<file path="src/rtl/video_pattern_pkg.sv">
// video_pattern_pkg: shared 1080p geometry, colour constants and the 8-bar colour table.
//   H_ACTIVE_1080P / V_ACTIVE_1080P : active pixels per line / active lines per frame
//   BAR_RGB                         : bar colours indexed by bar number 0..7
//   dir_e                           : box travel direction along one axis
package video_pattern_pkg;
  localparam int H_ACTIVE_1080P = 1920;
  localparam int V_ACTIVE_1080P = 1080;
  localparam logic [23:0] RGB_WHITE   = 24'hFFFFFF;
  localparam logic [23:0] RGB_YELLOW  = 24'hFFFF00;
  localparam logic [23:0] RGB_CYAN    = 24'h00FFFF;
  localparam logic [23:0] RGB_GREEN   = 24'h00FF00;
  localparam logic [23:0] RGB_MAGENTA = 24'hFF00FF;
  localparam logic [23:0] RGB_RED     = 24'hFF0000;
  localparam logic [23:0] RGB_BLUE    = 24'h0000FF;
  localparam logic [23:0] RGB_BLACK   = 24'h000000;
  localparam logic [7:0][23:0] BAR_RGB = {RGB_BLACK, RGB_BLUE, RGB_RED, RGB_MAGENTA,
                                          RGB_GREEN, RGB_CYAN, RGB_YELLOW, RGB_WHITE};
  typedef enum logic {DIR_POS, DIR_NEG} dir_e;
endpackage

</file>
<file path="src/rtl/color_move_box_gen_if.sv">
// color_move_box_gen_if: timing-stage inputs and pixel/status outputs of the box generator.
//   master : drives move_en, vs, de, active_x, active_y; observes o_rgb, box_x, box_y, frame_cnt
//   slave  : the generator side
interface color_move_box_gen_if;
  logic        move_en;
  logic        vs;
  logic        de;
  logic [15:0] active_x;
  logic [15:0] active_y;
  logic [23:0] o_rgb;
  logic [15:0] box_x;
  logic [15:0] box_y;
  logic [15:0] frame_cnt;
  modport master (output move_en, vs, de, active_x, active_y,
                  input  o_rgb, box_x, box_y, frame_cnt);
  modport slave  (input  move_en, vs, de, active_x, active_y,
                  output o_rgb, box_x, box_y, frame_cnt);
endinterface

</file>
<file path="src/rtl/color_bar_lut.sv">
// color_bar_lut: maps a pixel column to its colour-bar RGB with a constant-threshold compare chain.
//   x   : pixel column
//   rgb : colour of bar min(x / (H_ACTIVE/8), 7)
module color_bar_lut
  import video_pattern_pkg::*;
#(
  parameter int H_ACTIVE = H_ACTIVE_1080P
) (
  input  logic [15:0] x,
  output logic [23:0] rgb
);
  localparam int BAR_W = H_ACTIVE / 8;
  logic [2:0] k;
  always_comb begin
    k = '0;
    for (int i = 1; i < 8; i++) k = (x >= 16'(i * BAR_W)) ? 3'(i) : k;
    rgb = BAR_RGB[k];
  end
endmodule

</file>
<file path="src/rtl/color_move_box_gen.sv">
// color_move_box_gen: colour-bar background with a bouncing solid box, moved once per frame.
//   clk, rst_n : pixel clock, synchronous active-low reset
//   bus        : move_en/vs/de/active_x/active_y in; o_rgb (1-cycle latency), box_x, box_y, frame_cnt out
module color_move_box_gen
  import video_pattern_pkg::*;
#(
  parameter int          H_ACTIVE = H_ACTIVE_1080P,
  parameter int          V_ACTIVE = V_ACTIVE_1080P,
  parameter int          BOX_W    = 128,
  parameter int          BOX_H    = 128,
  parameter int          STEP_X   = 4,
  parameter int          STEP_Y   = 2,
  parameter logic [23:0] BOX_RGB  = 24'hFFFFFF
) (
  input logic                clk,
  input logic                rst_n,
  color_move_box_gen_if.slave bus
);
  localparam logic [16:0] X_MAX = 17'(H_ACTIVE - BOX_W);
  localparam logic [16:0] Y_MAX = 17'(V_ACTIVE - BOX_H);
  localparam logic [16:0] SX    = 17'(STEP_X);
  localparam logic [16:0] SY    = 17'(STEP_Y);
  localparam logic [16:0] BW    = 17'(BOX_W);
  localparam logic [16:0] BH    = 17'(BOX_H);
  logic        vs_d_q, vs_d_d;
  logic [15:0] box_x_q, box_x_d, box_y_q, box_y_d, frame_cnt_q, frame_cnt_d;
  dir_e        dir_x_q, dir_x_d, dir_y_q, dir_y_d;
  logic [23:0] rgb_q, rgb_d, bar_rgb;
  logic        fs, mv, x_hit, y_hit, in_box;
  logic [16:0] bx, by, ax, ay, x_next, y_next;
  color_bar_lut #(.H_ACTIVE(H_ACTIVE)) u_lut (.x(bus.active_x), .rgb(bar_rgb));
  // Position math is widened to 17 bits so edge sums/differences never wrap.
  always_comb begin
    fs          = bus.vs & ~vs_d_q;
    mv          = fs & bus.move_en;
    bx          = {1'b0, box_x_q};
    by          = {1'b0, box_y_q};
    ax          = {1'b0, bus.active_x};
    ay          = {1'b0, bus.active_y};
    x_hit       = (dir_x_q == DIR_NEG) ? (bx <= SX) : (bx + SX >= X_MAX);
    y_hit       = (dir_y_q == DIR_NEG) ? (by <= SY) : (by + SY >= Y_MAX);
    x_next      = (dir_x_q == DIR_NEG) ? (x_hit ? '0 : bx - SX) : (x_hit ? X_MAX : bx + SX);
    y_next      = (dir_y_q == DIR_NEG) ? (y_hit ? '0 : by - SY) : (y_hit ? Y_MAX : by + SY);
    vs_d_d      = bus.vs;
    frame_cnt_d = fs ? frame_cnt_q + 16'd1 : frame_cnt_q;
    box_x_d     = mv ? x_next[15:0] : box_x_q;
    box_y_d     = mv ? y_next[15:0] : box_y_q;
    dir_x_d     = (mv && x_hit) ? ((dir_x_q == DIR_POS) ? DIR_NEG : DIR_POS) : dir_x_q;
    dir_y_d     = (mv && y_hit) ? ((dir_y_q == DIR_POS) ? DIR_NEG : DIR_POS) : dir_y_q;
    // Uses the current (pre-update) box, so an illegal fs/de overlap sees the old position.
    in_box      = (ax >= bx) && (ax < bx + BW) && (ay >= by) && (ay < by + BH);
    rgb_d       = !bus.de ? 24'h0 : in_box ? BOX_RGB : bar_rgb;
  end
  always_ff @(posedge clk) begin
    if (!rst_n) begin
      vs_d_q      <= 1'b0;
      box_x_q     <= '0;
      box_y_q     <= '0;
      dir_x_q     <= DIR_POS;
      dir_y_q     <= DIR_POS;
      frame_cnt_q <= '0;
      rgb_q       <= '0;
    end else begin
      vs_d_q      <= vs_d_d;
      box_x_q     <= box_x_d;
      box_y_q     <= box_y_d;
      dir_x_q     <= dir_x_d;
      dir_y_q     <= dir_y_d;
      frame_cnt_q <= frame_cnt_d;
      rgb_q       <= rgb_d;
    end
  end
  assign bus.o_rgb     = rgb_q;
  assign bus.box_x     = box_x_q;
  assign bus.box_y     = box_y_q;
  assign bus.frame_cnt = frame_cnt_q;
endmodule

</file>
<file path="src/flat_wrapper.sv">
// flat-port wrapper written by rule: the top's interface ports become plain ports
module color_move_box_gen_flat import video_pattern_pkg::*;
#(
  parameter int          H_ACTIVE = H_ACTIVE_1080P,
  parameter int          V_ACTIVE = V_ACTIVE_1080P,
  parameter int          BOX_W    = 128,
  parameter int          BOX_H    = 128,
  parameter int          STEP_X   = 4,
  parameter int          STEP_Y   = 2,
  parameter logic [23:0] BOX_RGB  = 24'hFFFFFF
)
  (clk, rst_n, bus_move_en, bus_vs, bus_de, bus_active_x, bus_active_y, bus_o_rgb, bus_box_x, bus_box_y, bus_frame_cnt);
  color_move_box_gen_if bus_i ();
  input logic clk;
  input logic rst_n;
  input wire logic [$bits(bus_i.move_en)-1:0] bus_move_en;
  input wire logic [$bits(bus_i.vs)-1:0] bus_vs;
  input wire logic [$bits(bus_i.de)-1:0] bus_de;
  input wire logic [$bits(bus_i.active_x)-1:0] bus_active_x;
  input wire logic [$bits(bus_i.active_y)-1:0] bus_active_y;
  output wire logic [$bits(bus_i.o_rgb)-1:0] bus_o_rgb;
  output wire logic [$bits(bus_i.box_x)-1:0] bus_box_x;
  output wire logic [$bits(bus_i.box_y)-1:0] bus_box_y;
  output wire logic [$bits(bus_i.frame_cnt)-1:0] bus_frame_cnt;
  assign bus_i.move_en = bus_move_en;
  assign bus_i.vs = bus_vs;
  assign bus_i.de = bus_de;
  assign bus_i.active_x = bus_active_x;
  assign bus_i.active_y = bus_active_y;
  assign bus_o_rgb = bus_i.o_rgb;
  assign bus_box_x = bus_i.box_x;
  assign bus_box_y = bus_i.box_y;
  assign bus_frame_cnt = bus_i.frame_cnt;
  color_move_box_gen #(.H_ACTIVE(H_ACTIVE), .V_ACTIVE(V_ACTIVE), .BOX_W(BOX_W), .BOX_H(BOX_H), .STEP_X(STEP_X), .STEP_Y(STEP_Y), .BOX_RGB(BOX_RGB)) u_core (.clk(clk), .rst_n(rst_n), .bus(bus_i));
endmodule
</file>
<file path="config.mk">
export PLATFORM = sky130hd
export DESIGN_NAME = color_move_box_gen_flat
export DESIGN_NICKNAME = d
export VERILOG_FILES = /design/src/rtl/video_pattern_pkg.sv /design/src/rtl/color_move_box_gen_if.sv /design/src/rtl/color_bar_lut.sv /design/src/rtl/color_move_box_gen.sv /design/src/flat_wrapper.sv
export SDC_FILE = /design/constraint.sdc
export NUM_CORES = 1
export LEC_CHECK = 0
export BUFFER_PORTS_ARGS = -buffer_cell sky130_fd_sc_hd__clkbuf_2
export CAP_MARGIN = 40
export CORE_MARGIN = 3
export CORE_UTILIZATION = 61
export CTS_CLUSTER_DIAMETER = 60
export DETAILED_ROUTE_END_ITERATION = 7
export PLACE_DENSITY = 0.95
export SLEW_MARGIN = 20
export SYNTH_ARGS = -nofsm -noshare
export SYNTH_HDL_FRONTEND = slang
export SYNTH_SLANG_ARGS = --single-unit
</file>
<file path="constraint.sdc">
create_clock -name clk -period 5.6 [get_ports clk]
set_input_delay 1.4 -clock clk [delete_from_list [all_inputs] [get_ports clk]]
set_output_delay 1.4 -clock clk [all_outputs]
set_load 0.005 [all_outputs]
</file>
==> flow_summary.ini <==
[run_status]
outcome = complete, no violations

[cts]
post_cts_buffers = 0
clk_latency_ns = 0.31
cts_resized = 0
clockBufferDepth = 2
numCtsBuffers = 5
holdBufCountCts = 0
root_buffer = clkbuf_8
cts_tree = done
htreeDepth = 2
cts.reportedPaths.clkPinSlew_ns = 0.10
cts_num_sinks = 51

[layout]
drive_gt1_frac = 0.1845
final_common_cell = clkbuf_2
fillers = 732
post-route-cell-area_mm2 = 0.005580
final_nets = 815
finish.utilization = 0.6758
diodes = 0
areaGrowthSynthToFinish_pct = 7.548
final_cell_mix = clkbuf_2, ha_1, dfxtp_1, xnor2_1, nor2_1

[timing]
maxSlewViolCount = 0
period_share = 0.6156
max_slew_margin = 0.4818
hold_viol = 0
fin_skew_ns = 0.006644
final.min_clock_period_ns = 3.447
max_freq_ghz = 0.2901
fin_tns_setup_ns = 0
rsz0062_at_grt = false
tightest_slew_ns = 0.7754
setup_viol = 0

[routing]
wl_per_cell_um = 17.04
drt_pass1_iterations = 5
drt-total-wl_mm = 14.08
post_drt_via_cell_ratio = 6.377
route.detailed.drc = 0
antenna_left = 0
vias = 5267
drt_iter0_drc = 486

[job]
cap_violations = 0

[place]
dp_hpwl_mm = 10.77
gp_congestion = 0.9173
io_buffer_count = 102
placedInstanceArea_mm2 = 0.005482

[yosys]
synthTopCellsByArea = dfxtp_1, ha_1, xnor2_1
synth_top_area_frac = 0.1968
syn_area_mm2 = 0.005189
async_reset_ff_frac = 0
synth_largest_area_cell = dfxtp_1
ys.warnings.count = 0
synth_ff_type = dfxtp_1
avgSynthCellArea_um2 = 7.756
synth_enable_flop_cells = 0
synth_seq_cells = 51
synth.distinct_cells = 74
synthCells = 669
seq_area_frac_synth = 0.1968

[floorplan]
core_area_mm2 = 0.008258
die_x_um = 98.23
boundaryPins = 109
start_util = 0.6283
die_area_mm2 = 0.009649
fp.dieH_um = 98.23
rows = 33

[hold_path]
hold_depth = 2
hp-class = reg2reg
worstHoldEndpoint = u_core.bus.frame_cnt[5]$_SDFFE_PN0P_
min-delay-start = u_core.bus.frame_cnt[5]$_SDFFE_PN0P_

[critical_path]
crit_type = in2reg
rrSetupSlack_ns = 2.52
arrival_ns = 3.65
required_ns = 5.80
r2r-end = u_core.bus.box_y[7]$_SDFFE_PN0P_
worst-path-max-fanout = 18
r2r_cells = 7
endpoint_kind = flip-flop
worstSetupStartpointType = primary input
r2r-start = u_core.bus.box_y[1]$_SDFFE_PN0P_

[grt]
grt_usage = 0.2890
first_global_vias = 5024
grt_pass1_wl_mm = 23.69
grt_overflow_total = 0
grt_max_degree = 36
antenna_found_initial = 0

[power_and_ir_drop]
ir_drop_mv = 0.1332
powerDensity_mw_per_mm2 = 143.2
power_mw = 0.7991
p_leak_nw = 2.189
## metal layers
layer / vias to the layer above / track usage / share of wire
met4: 0 / 0.08508 / 0.017
met3: 31 / 0.05643 / 0.080
met2: 272 / 0.4843 / 0.48
met1: 2448 / 0.3778 / 0.42
li1: 2516 / - / -
met5: - / 0 / 0
## layout make-up
cell class	count	area [µm²]	share of cell area
clock buffers	6	82.58	0.01480
clock inverters	2	16.27	0.002915
inverters	40	150.1	0.02691
multi-input cells	519	3661	0.6561
flip-flops and latches	51	1021	0.1830
well taps	105	131.4	0.02354
repair buffers	103	518.0	0.09283
## cell families after synthesis
kind of cell | count (synthesis) | synth area share
and+or+nand+nor | 244 | 0.2592
AOI/OAI and AO/OA | 153 | 0.1999
DFF | 51 | 0.1968
adders and majority gates | 59 | 0.1418
xor gates and xnor gates | 56 | 0.09453
muxes | 4 | 0.007958
buffers and inverters | 101 | 0.09911
other | 1 | 0.0007227
## flip-flops by register name, summed over array words and instances (netlist names)
name,count
u_core.vs_d_q,1
u_core.dir_y_q,1
u_core.bus.frame_cnt,16
u_core.bus.box_y,15
u_core.bus.box_x,14
u_core.bus.o_rgb,3
u_core.dir_x_q,1
## metrics by stage
step / instances / worst slack [ns] / hold slack [ns]
floorplan: 671 / 2.828 / 0.4870
global placement: 818 / 2.038 / 0.4818
detailed placement: 818 / 1.910 / 0.5065
CTS: 826 / 2.212 / 0.5322
global route: 826 / 1.952 / 0.5803
finish: 826 / 2.153 / 0.5260
## worst max-delay path, stage by stage
cell and delay (ns):
clkbuf_2 0.09, nor2b_1 0.43, nand2_1 0.58, o31ai_4 0.79, nor4_1 0.11, a31oi_1 0.17
nand2_1 0.07
## power by group
| part | switching (mW) | internal [mW] | leakage (nW) |
|---|---|---|---|
| logic | 0.106 | 0.0767 | 1.73 |
| registers | 0.0172 | 0.369 | 0.412 |
| clock network | 0.129 | 0.101 | 0.0474 |
## how the worst max path moves through the flow
stage               cells after the start  startpoint                                end
floorplan                               7      bus_vs  u_core.bus.box_x[15]$_SDFFE_PN0P_
detailed placement                      7      bus_vs   u_core.bus.box_x[2]$_SDFFE_PN0P_
global route                            7      bus_vs   u_core.bus.box_x[2]$_SDFFE_PN0P_
finish                                  7      bus_vs   u_core.bus.box_x[2]$_SDFFE_PN0P_
global placement                        7      bus_vs   u_core.bus.box_x[2]$_SDFFE_PN0P_
CTS                                     7      bus_vs   u_core.bus.box_x[2]$_SDFFE_PN0P_
## cells in the mapped netlist (7+ instances only)
master / instances
nor4_1: 13
a21o_1: 15
a21oi_1: 34
dfxtp_1: 51
nand2_1: 41
xnor2_1: 46
nor2_1: 44
nor3_1: 35
o22ai_1: 7
buf_2: 12
buf_4: 26
inv_1: 39
nand4_1: 25
o21ai_0: 33
a31oi_1: 11
or3_1: 13
ha_1: 58
xor2_1: 10
or4_1: 7
nand3_1: 29
clkbuf_1: 17
No activity file was read; power rests on OpenSTA's default activity.
